===== src/rtl/tmds_sync_extract_if.sv =====
// Channel-0 symbol input and recovered timing / measurement outputs.
// master: symbol source and timing consumer; slave: the extractor.
interface tmds_sync_extract_if;
  logic        valid;
  logic [9:0]  sym;
  logic        vsync_inv;
  logic        pvalid_o;
  logic        vsync_o;
  logic        hsync_o;
  logic        frame_keep;
  logic [11:0] width;
  logic [11:0] height;
  logic        meas_valid;

  modport master (
    output valid, sym, vsync_inv,
    input  pvalid_o, vsync_o, hsync_o, frame_keep, width, height, meas_valid
  );

  modport slave (
    input  valid, sym, vsync_inv,
    output pvalid_o, vsync_o, hsync_o, frame_keep, width, height, meas_valid
  );
endinterface


===== src/rtl/tmds_sync_extract.sv =====
// Video timing recovery from channel-0 TMDS symbols.
// Stage 1 decodes the symbol, runs the blank/armed/active FSM, debounces
// control tokens into vsync/hsync, decides frame keep/drop and measures the
// active width/height. ALIGN_DLY flops then line the result up with the
// colour pipeline.
//
//  state     | meaning
//  ----------+-----------------------------------------------------------
//  ST_BLANK  | blanking or invalid input; counting guard-band symbols
//  ST_ARMED  | enough guard-band seen; next non-GB, non-control is pixel
//  ST_ACTIVE | active video; every non-control symbol is a pixel
module tmds_sync_extract #(
  parameter int ALIGN_DLY = 12,
  parameter int RUN_CTL   = 4,
  parameter int RUN_GB    = 2,
  parameter int FRAME_DIV = 2
) (
  input  logic clk,
  input  logic rst_n,
  tmds_sync_extract_if.slave bus
);

  localparam logic [9:0]  SYM_C00   = 10'b1101010100;
  localparam logic [9:0]  SYM_C01   = 10'b0010101011;
  localparam logic [9:0]  SYM_C10   = 10'b0101010100;
  localparam logic [9:0]  SYM_C11   = 10'b1010101011;
  localparam logic [9:0]  SYM_GB    = 10'b1011001100;
  localparam logic [3:0]  RUN_CTL_C = 4'(RUN_CTL);
  localparam logic [3:0]  RUN_GB_C  = 4'(RUN_GB);
  localparam logic [3:0]  FDIV_M1   = 4'(FRAME_DIV - 1);
  localparam logic [11:0] CNT_MAX   = 12'hFFF;

  typedef enum logic [1:0] {
    ST_BLANK  = 2'd0,
    ST_ARMED  = 2'd1,
    ST_ACTIVE = 2'd2
  } state_t;

  typedef struct packed {
    logic        pvalid;
    logic        vsync;
    logic        hsync;
    logic        keep;
    logic        meas;
    logic [11:0] width;
    logic [11:0] height;
  } out_t;

  state_t      state_q, state_d;
  logic [3:0]  gb_run_q, gb_run_d;
  logic [3:0]  ctl_run_q, ctl_run_d;
  logic [1:0]  tok_q, tok_d;
  logic        vs_q, vs_d;
  logic        hs_q, hs_d;
  logic        inv_q;
  logic [3:0]  fcnt_q, fcnt_d;
  logic [11:0] pcnt_q, pcnt_d;
  logic [11:0] lcnt_q, lcnt_d;
  logic [11:0] last_w_q, last_w_d;
  logic [11:0] width_q, width_d;
  logic [11:0] height_q, height_d;
  out_t        s1_q, s1_d;
  out_t        out_w;

  logic        is_ctl;
  logic        is_gb;
  logic [1:0]  tok;
  logic        same_tok;
  logic        reach;
  logic        vs_edge;
  logic        pixel;
  logic        line_end;
  logic        keep;
  logic [3:0]  gb_inc;

  // Classify the incoming symbol: control token with its {vs,hs}, or guard band.
  always_comb begin
    is_ctl = 1'b1;
    tok    = 2'b00;
    case (bus.sym)
      SYM_C00: tok = 2'b00;
      SYM_C01: tok = 2'b01;
      SYM_C10: tok = 2'b10;
      SYM_C11: tok = 2'b11;
      default: is_ctl = 1'b0;
    endcase
    is_gb = (bus.sym == SYM_GB);
  end

  // Next-state for FSM, sync debounce, frame drop and measurement counters.
  always_comb begin
    state_d  = state_q;
    gb_run_d = gb_run_q;
    ctl_run_d = ctl_run_q;
    tok_d    = tok_q;
    vs_d     = vs_q;
    hs_d     = hs_q;
    fcnt_d   = fcnt_q;
    pcnt_d   = pcnt_q;
    lcnt_d   = lcnt_q;
    last_w_d = last_w_q;
    width_d  = width_q;
    height_d = height_q;
    same_tok = 1'b0;
    reach    = 1'b0;
    vs_edge  = 1'b0;
    pixel    = 1'b0;
    gb_inc   = gb_run_q;

    if (!bus.valid) begin
      state_d   = ST_BLANK;
      gb_run_d  = '0;
      ctl_run_d = '0;
    end else begin
      // A completed run only updates sync once; staying saturated on the
      // same token is not a new completion.
      if (is_ctl) begin
        same_tok = (ctl_run_q != 4'd0) && (tok == tok_q);
        if (same_tok) begin
          if (ctl_run_q < RUN_CTL_C) ctl_run_d = ctl_run_q + 4'd1;
        end else begin
          ctl_run_d = 4'd1;
        end
        tok_d = tok;
        reach = (ctl_run_d == RUN_CTL_C) && !(same_tok && (ctl_run_q == RUN_CTL_C));
      end else begin
        ctl_run_d = '0;
      end

      case (state_q)
        ST_BLANK: begin
          if (is_gb) begin
            if (gb_run_q < RUN_GB_C) gb_inc = gb_run_q + 4'd1;
            if (gb_inc == RUN_GB_C) begin
              state_d  = ST_ARMED;
              gb_run_d = '0;
            end else begin
              gb_run_d = gb_inc;
            end
          end else begin
            gb_run_d = '0;
          end
        end
        ST_ARMED: begin
          gb_run_d = '0;
          if (is_ctl) begin
            state_d = ST_BLANK;
          end else if (!is_gb) begin
            state_d = ST_ACTIVE;
            pixel   = 1'b1;
          end
        end
        ST_ACTIVE: begin
          gb_run_d = '0;
          if (is_ctl) state_d = ST_BLANK;
          else        pixel   = 1'b1;
        end
        default: begin
          state_d  = ST_BLANK;
          gb_run_d = '0;
        end
      endcase
    end

    line_end = (state_q == ST_ACTIVE) && (state_d == ST_BLANK);

    if (pixel && (pcnt_q != CNT_MAX)) pcnt_d = pcnt_q + 12'd1;
    if (line_end) begin
      last_w_d = pcnt_q;
      if (lcnt_q != CNT_MAX) lcnt_d = lcnt_q + 12'd1;
      pcnt_d = '0;
    end

    if (reach) begin
      vs_d = tok[1] ^ inv_q;
      hs_d = tok[0];
    end
    vs_edge = reach && vs_d && !vs_q;

    // Measurement is taken from the "next" line values so a line that ends on
    // the very symbol of the edge (RUN_CTL=1) is still counted.
    if (vs_edge) begin
      fcnt_d   = (fcnt_q == FDIV_M1) ? 4'd0 : fcnt_q + 4'd1;
      width_d  = last_w_d;
      height_d = lcnt_d;
      lcnt_d   = '0;
    end

    keep = (fcnt_d == 4'd0);

    s1_d.pvalid = pixel & keep;
    s1_d.vsync  = vs_d & keep;
    s1_d.hsync  = hs_d;
    s1_d.keep   = keep;
    s1_d.meas   = vs_edge;
    s1_d.width  = width_d;
    s1_d.height = height_d;
  end

  // Stage-1 state and raw results.
  always_ff @(posedge clk) begin
    if (!rst_n) begin
      state_q   <= ST_BLANK;
      gb_run_q  <= '0;
      ctl_run_q <= '0;
      tok_q     <= '0;
      vs_q      <= 1'b0;
      hs_q      <= 1'b0;
      inv_q     <= 1'b0;
      fcnt_q    <= '0;
      pcnt_q    <= '0;
      lcnt_q    <= '0;
      last_w_q  <= '0;
      width_q   <= '0;
      height_q  <= '0;
      s1_q      <= '0;
    end else begin
      state_q   <= state_d;
      gb_run_q  <= gb_run_d;
      ctl_run_q <= ctl_run_d;
      tok_q     <= tok_d;
      vs_q      <= vs_d;
      hs_q      <= hs_d;
      inv_q     <= bus.vsync_inv;
      fcnt_q    <= fcnt_d;
      pcnt_q    <= pcnt_d;
      lcnt_q    <= lcnt_d;
      last_w_q  <= last_w_d;
      width_q   <= width_d;
      height_q  <= height_d;
      s1_q      <= s1_d;
    end
  end

  generate
    if (ALIGN_DLY == 0) begin : g_nodly
      assign out_w = s1_q;
    end else begin : g_dly
      out_t dly_q [ALIGN_DLY];

      // Alignment delay line behind stage 1.
      always_ff @(posedge clk) begin
        if (!rst_n) begin
          for (int i = 0; i < ALIGN_DLY; i++) dly_q[i] <= '0;
        end else begin
          dly_q[0] <= s1_q;
          for (int i = 1; i < ALIGN_DLY; i++) dly_q[i] <= dly_q[i-1];
        end
      end

      assign out_w = dly_q[ALIGN_DLY-1];
    end
  endgenerate

  assign bus.pvalid_o   = out_w.pvalid;
  assign bus.vsync_o    = out_w.vsync;
  assign bus.hsync_o    = out_w.hsync;
  assign bus.frame_keep = out_w.keep;
  assign bus.meas_valid = out_w.meas;
  assign bus.width      = out_w.width;
  assign bus.height     = out_w.height;

endmodule


===== src/flat_wrapper.sv =====
// flat-port wrapper written by rule: the top's interface ports become plain ports
module tmds_sync_extract_flat 
#(
  parameter int ALIGN_DLY = 12,
  parameter int RUN_CTL   = 4,
  parameter int RUN_GB    = 2,
  parameter int FRAME_DIV = 2
)
  (clk, rst_n, bus_valid, bus_sym, bus_vsync_inv, bus_pvalid_o, bus_vsync_o, bus_hsync_o, bus_frame_keep, bus_width, bus_height, bus_meas_valid);
  tmds_sync_extract_if bus_i ();
  input  logic clk;
  input  logic rst_n;
  input wire logic [$bits(bus_i.valid)-1:0] bus_valid;
  input wire logic [$bits(bus_i.sym)-1:0] bus_sym;
  input wire logic [$bits(bus_i.vsync_inv)-1:0] bus_vsync_inv;
  output wire logic [$bits(bus_i.pvalid_o)-1:0] bus_pvalid_o;
  output wire logic [$bits(bus_i.vsync_o)-1:0] bus_vsync_o;
  output wire logic [$bits(bus_i.hsync_o)-1:0] bus_hsync_o;
  output wire logic [$bits(bus_i.frame_keep)-1:0] bus_frame_keep;
  output wire logic [$bits(bus_i.width)-1:0] bus_width;
  output wire logic [$bits(bus_i.height)-1:0] bus_height;
  output wire logic [$bits(bus_i.meas_valid)-1:0] bus_meas_valid;
  assign bus_i.valid = bus_valid;
  assign bus_i.sym = bus_sym;
  assign bus_i.vsync_inv = bus_vsync_inv;
  assign bus_pvalid_o = bus_i.pvalid_o;
  assign bus_vsync_o = bus_i.vsync_o;
  assign bus_hsync_o = bus_i.hsync_o;
  assign bus_frame_keep = bus_i.frame_keep;
  assign bus_width = bus_i.width;
  assign bus_height = bus_i.height;
  assign bus_meas_valid = bus_i.meas_valid;
  tmds_sync_extract #(.ALIGN_DLY(ALIGN_DLY), .RUN_CTL(RUN_CTL), .RUN_GB(RUN_GB), .FRAME_DIV(FRAME_DIV)) u_core (.clk(clk), .rst_n(rst_n), .bus(bus_i));
endmodule

===== config.mk =====
export PLATFORM = sky130hd
export DESIGN_NAME = tmds_sync_extract_flat
export DESIGN_NICKNAME = d
export VERILOG_FILES = /design/src/rtl/tmds_sync_extract_if.sv /design/src/rtl/tmds_sync_extract.sv /design/src/flat_wrapper.sv
export SDC_FILE = /design/constraint.sdc
export NUM_CORES = 1
export LEC_CHECK = 0
export ABC_AREA = 1
export BUFFER_PORTS_ARGS = -buffer_cell sky130_fd_sc_hd__buf_4
export CORE_MARGIN = 5
export CORE_UTILIZATION = 55
export DETAILED_ROUTE_END_ITERATION = 8
export PLACE_DENSITY_LB_ADDON = 0.25
export SLEW_MARGIN = 20
export SYNTH_ARGS = -nofsm -noshare
export SYNTH_HDL_FRONTEND = slang
export SYNTH_SLANG_ARGS = --single-unit
export TNS_END_PERCENT = 50

===== constraint.sdc =====
create_clock -name clk -period 2 [get_ports clk]
set_input_delay 0.3 -clock clk [delete_from_list [all_inputs] [get_ports clk]]
set_output_delay 0.3 -clock clk [all_outputs]
set_load 0.005 [all_outputs]

==> results by group <==
Run status
  • Status: finished with violations
  • Failing checks: setup timing

Clock tree
  • Clk sinks: 431
  • Clk pin slew, worst setup/hold paths: 60 ps
  • Cts bufs inserted: 41
  • CTS root buf: clkbuf_16
  • H-tree levels: 2
  • CTS max path bufs: 3
  • CTS tree: yes
  • Worst skew pair latency: ~520 ps

Final layout
  • Ant diodes: 0
  • Fin util: 0.654
  • Layout cells sized above 1: 0.152
  • Final-layout fill cell count: 2005
  • Synth-to-layout area growth: 18.2%
  • Nets: 1729
  • Finished Cell Area: 16300 um^2

Timing
  • Skew final: 17.9 ps
  • Final Cycle Share: 1.04
  • Final Max Slew Viols: 0
  • Worst slew pin tran: 525 ps
  • Final worst slack: -77.7 ps
  • Achievable Freq: 0.481 GHz
  • Final setup vio count: 42
  • Hold Slack: ~120 ps
  • Post-layout min period: approximately 2100 ps
  • Max-slew headroom: 0.650
  • RSZ-0062 raised after global routing: yes
  • Final hold vios: 0

Drt
  • First-pass iteration count of the detailed router: 4
  • Via count: 8722
  • Vias per inst: 4.24
  • Detailed Route Iter0 Violations: 393
  • Total Routed Length: 19100 um
  • WL/cell: 9.29 um
  • Remaining DRCs: 0
  • Post-route antenna net violation count: 0

Global route
  • Gr ovfl total: 0
  • Initial antenna violation count: 0
  • GRT Total Usage: 0.137
  • Largest net degree at the start of global routing: 116
  • First-pass GRT wire length: around 34000 um
  • Vias in the first global route: 8146

Critical path
  • Crit path launch type: flop
  • Cell mode on critical path: nor2_1
  • Worst-path fanout max: 5
  • WS Path Type: reg -> reg
  • Crit-path cells: inv_1, ha_2, nor2_1, nor2_1, o21ai_0, nand2_1, nand3_2, nand3_4, buf_6, buf_16, nor2_4, a21oi_2, o21ai_2
  • Critical Path AT: 2480 ps
  • CP endpoint kind: flop
  • WP data required: 2400 ps
  • CP max stage delay: between 300 and 400 ps
  • R2R Setup Slk: -80 ps
  • CP max stage cell: dfxtp_2

Placement
  • Dpl cell area: 14500 um^2
  • DP HPWL: 11000 um
  • Gp weighted congestion: 0.786
  • IO buf count: 42

Power
  • Sequential Power Share: 0.537
  • Pleak: approximately 9 nW
  • Combinational share of power: 0.013
  • NetSw: 3.11 mW
  • Power per Cell Area: 979 nW/um^2
  • Switching Fraction: 0.195
  • Maximum VDD drop: 0.000638 V
  • P_int: 12.9 mW
  • Clk pwr share: 0.449

Floorplanning
  • # IOs: 43
  • Die Y: ~170 um
  • Die X: 168 um
  • Die Footprint: 28400 um^2
  • Initial Util: 0.553
  • Core Region: 25000 um^2
  • Row count: 58

Logic synthesis
  • Synth Register Bits: about 430
  • Warnings from Yosys: 0
  • Mean Syn Cell Area: ~8.4 um^2
  • Synth area leader: dfxtp_1
  • Post-Syn Instances: 1642
  • Netlist cell types: 39
  • Mapped Nets: ~1700
  • Top cells by area, synth: dfxtp_1 (62%), nand2_1 (13%), inv_1 (11%)
  • Cell Area, Synth: about 14000 um^2
  • Register area share after synthesis: 0.625
  • Synth top area share: 0.625

Job
  • Maxcap violations: 0

Worst hold path
  • Tightest Hold Check Type: in -> reg
## area by class of cell
type                            count  area (um^2)  share of cell area
Sequential cell                   431         8630               0.529
Clock inverter                     11          121             0.00743
Timing Repair Buffer               98          867              0.0531
Clock buffer                       54         1130              0.0695
Multi-Input combinational cell    711         3570               0.218
Tap cell                          330          413              0.0253
Inverter                          423         1590              0.0975
## worst paths after layout
path | start | to | depth (start not counted)
worst max-delay path | u_core.state_q[0] | u_core.s1_q[19] | 13
worst min-delay path | bus_valid | u_core.gb_run_q[0] | 3
worst max register to register | u_core.state_q[0] | u_core.s1_q[19] | 13
worst min register to register | u_core.g_dly.dly_q[0][82] | u_core.g_dly.dly_q[0][111] | 2
## power by group through the flow
stage               sequential, mW  combinational (mW)  clock, mW
floorplan                     8.78               0.144          0
global placement              8.78               0.213          0
detailed placement            8.78               0.214          0
CTS                           8.59               0.218       7.41
global route                  8.58               0.240       7.78
finish                        8.59               0.215       7.18
## timing repair
action	CTS	global route
gates cloned	3	0
endpoints found under the setup margin	59	65
hold buffers	1	0
pin swaps	14	16
resized for setup	56	46
hold endpoints to repair	1	0
buffers inserted	8	5
## flip-flops by register name (all words and copies together) (netlist names)
signal / cells
u_core.inv_q: 1
u_core.ctl_run_q: 4
u_core.hs_q: 1
u_core.vs_q: 1
u_core.lcnt_q: 12
u_core.s1_q: 28
u_core.tok_q: 2
u_core.g_dly.dly_q: 348
u_core.last_w_q: 12
u_core.pcnt_q: 12
u_core.gb_run_q: 4
u_core.state_q: 2
u_core.fcnt_q: 4
## cells in the mapped netlist (all sizes together)
master and count:
a2111o 1, a211oi 1, a21oi 31, a31o 8, and2 2, and3 1, buf 33, clkbuf 44
dfxtp 431, ha 9, inv 423, mux2i 3, nand2 481, nand3 23, nand3b 1, nand4 11
nor2 79, nor3 14, nor3b 2, nor4 3, o21a 1, o21ai 26, o31ai 1, or2 5
xnor2 3, xor2 5
## critical path: cells and delay by family, from the launching register on
kind,cells,cell delay [ps]
AOI/OAI and AO/OA,3,380
adders and majority gates,1,270
buffers and inverters,3,390
DFF,1,330
and+or+nand+nor,6,580
## placed cells by master, fill, tap and decap left out, types with 3 or more instances in the layout
cell       count
nand3_1       15
buf_8          3
ha_1           6
a21oi_2       10
or2_2          5
inv_2          7
o21ai_1        8
nand2_1      461
dfxtp_1      426
inv_6          3
nand2_2       18
nor3_2         3
nor2_4        10
mux2i_4        3
nor2_2         3
o21ai_2       12
a21oi_1       19
nor3_1        11
buf_4         86
dfxtp_2        5
nand3_4        3
clkbuf_1       7
buf_12         5
clkbuf_16     41
nand4_1       10
xor2_1         3
clkbuf_8       6
a31o_4         7
nor2_1        65
o21ai_0        6
clkinv_2       4
xnor2_1        3
nand3_2        5
inv_1        415
## layer usage
| layer | wire length [um] | vias to the layer above | share of wire | GRT usage |
|---|---|---|---|---|
| met2 | 9270 | 117 | 0.48 | 0.245 |
| met3 | 762 | 41 | 0.040 | 0.0243 |
| met5 | 0 | - | 0 | 0 |
| met1 | 8540 | 3795 | 0.45 | 0.164 |
| met4 | 541 | 0 | 0.028 | 0.0536 |
| li1 | - | 4769 | - | - |
## cell families after synthesis
group,after synthesis,synth area share
AOI/OAI and AO/OA,69,0.0309
xor gates and xnor gates,8,0.00507
adders and majority gates,9,0.00815
buffers and inverters,500,0.145
DFF,431,0.625
muxes,3,0.00217
and+or+nand+nor,622,0.184
## metrics by stage
| stage | power, mW | cells | TNS [ps] | setup WS, ps |
|---|---|---|---|---|
| 2_1_floorplan | 8.92 | 1642 | 0 | 20.0 |
| 3_3_place_gp | 8.99 | 1978 | -6530 | -219 |
| 3_5_place_dp | 9.00 | 1978 | -9150 | -284 |
| 4_1_cts | 16.2 | 2055 | -1800 | -74.7 |
| 5_1_grt | 16.6 | 2058 | -8200 | -183 |
| 6_report | 16.0 | 2058 | -1650 | -77.7 |
No activity file was read; power rests on OpenSTA's default activity.
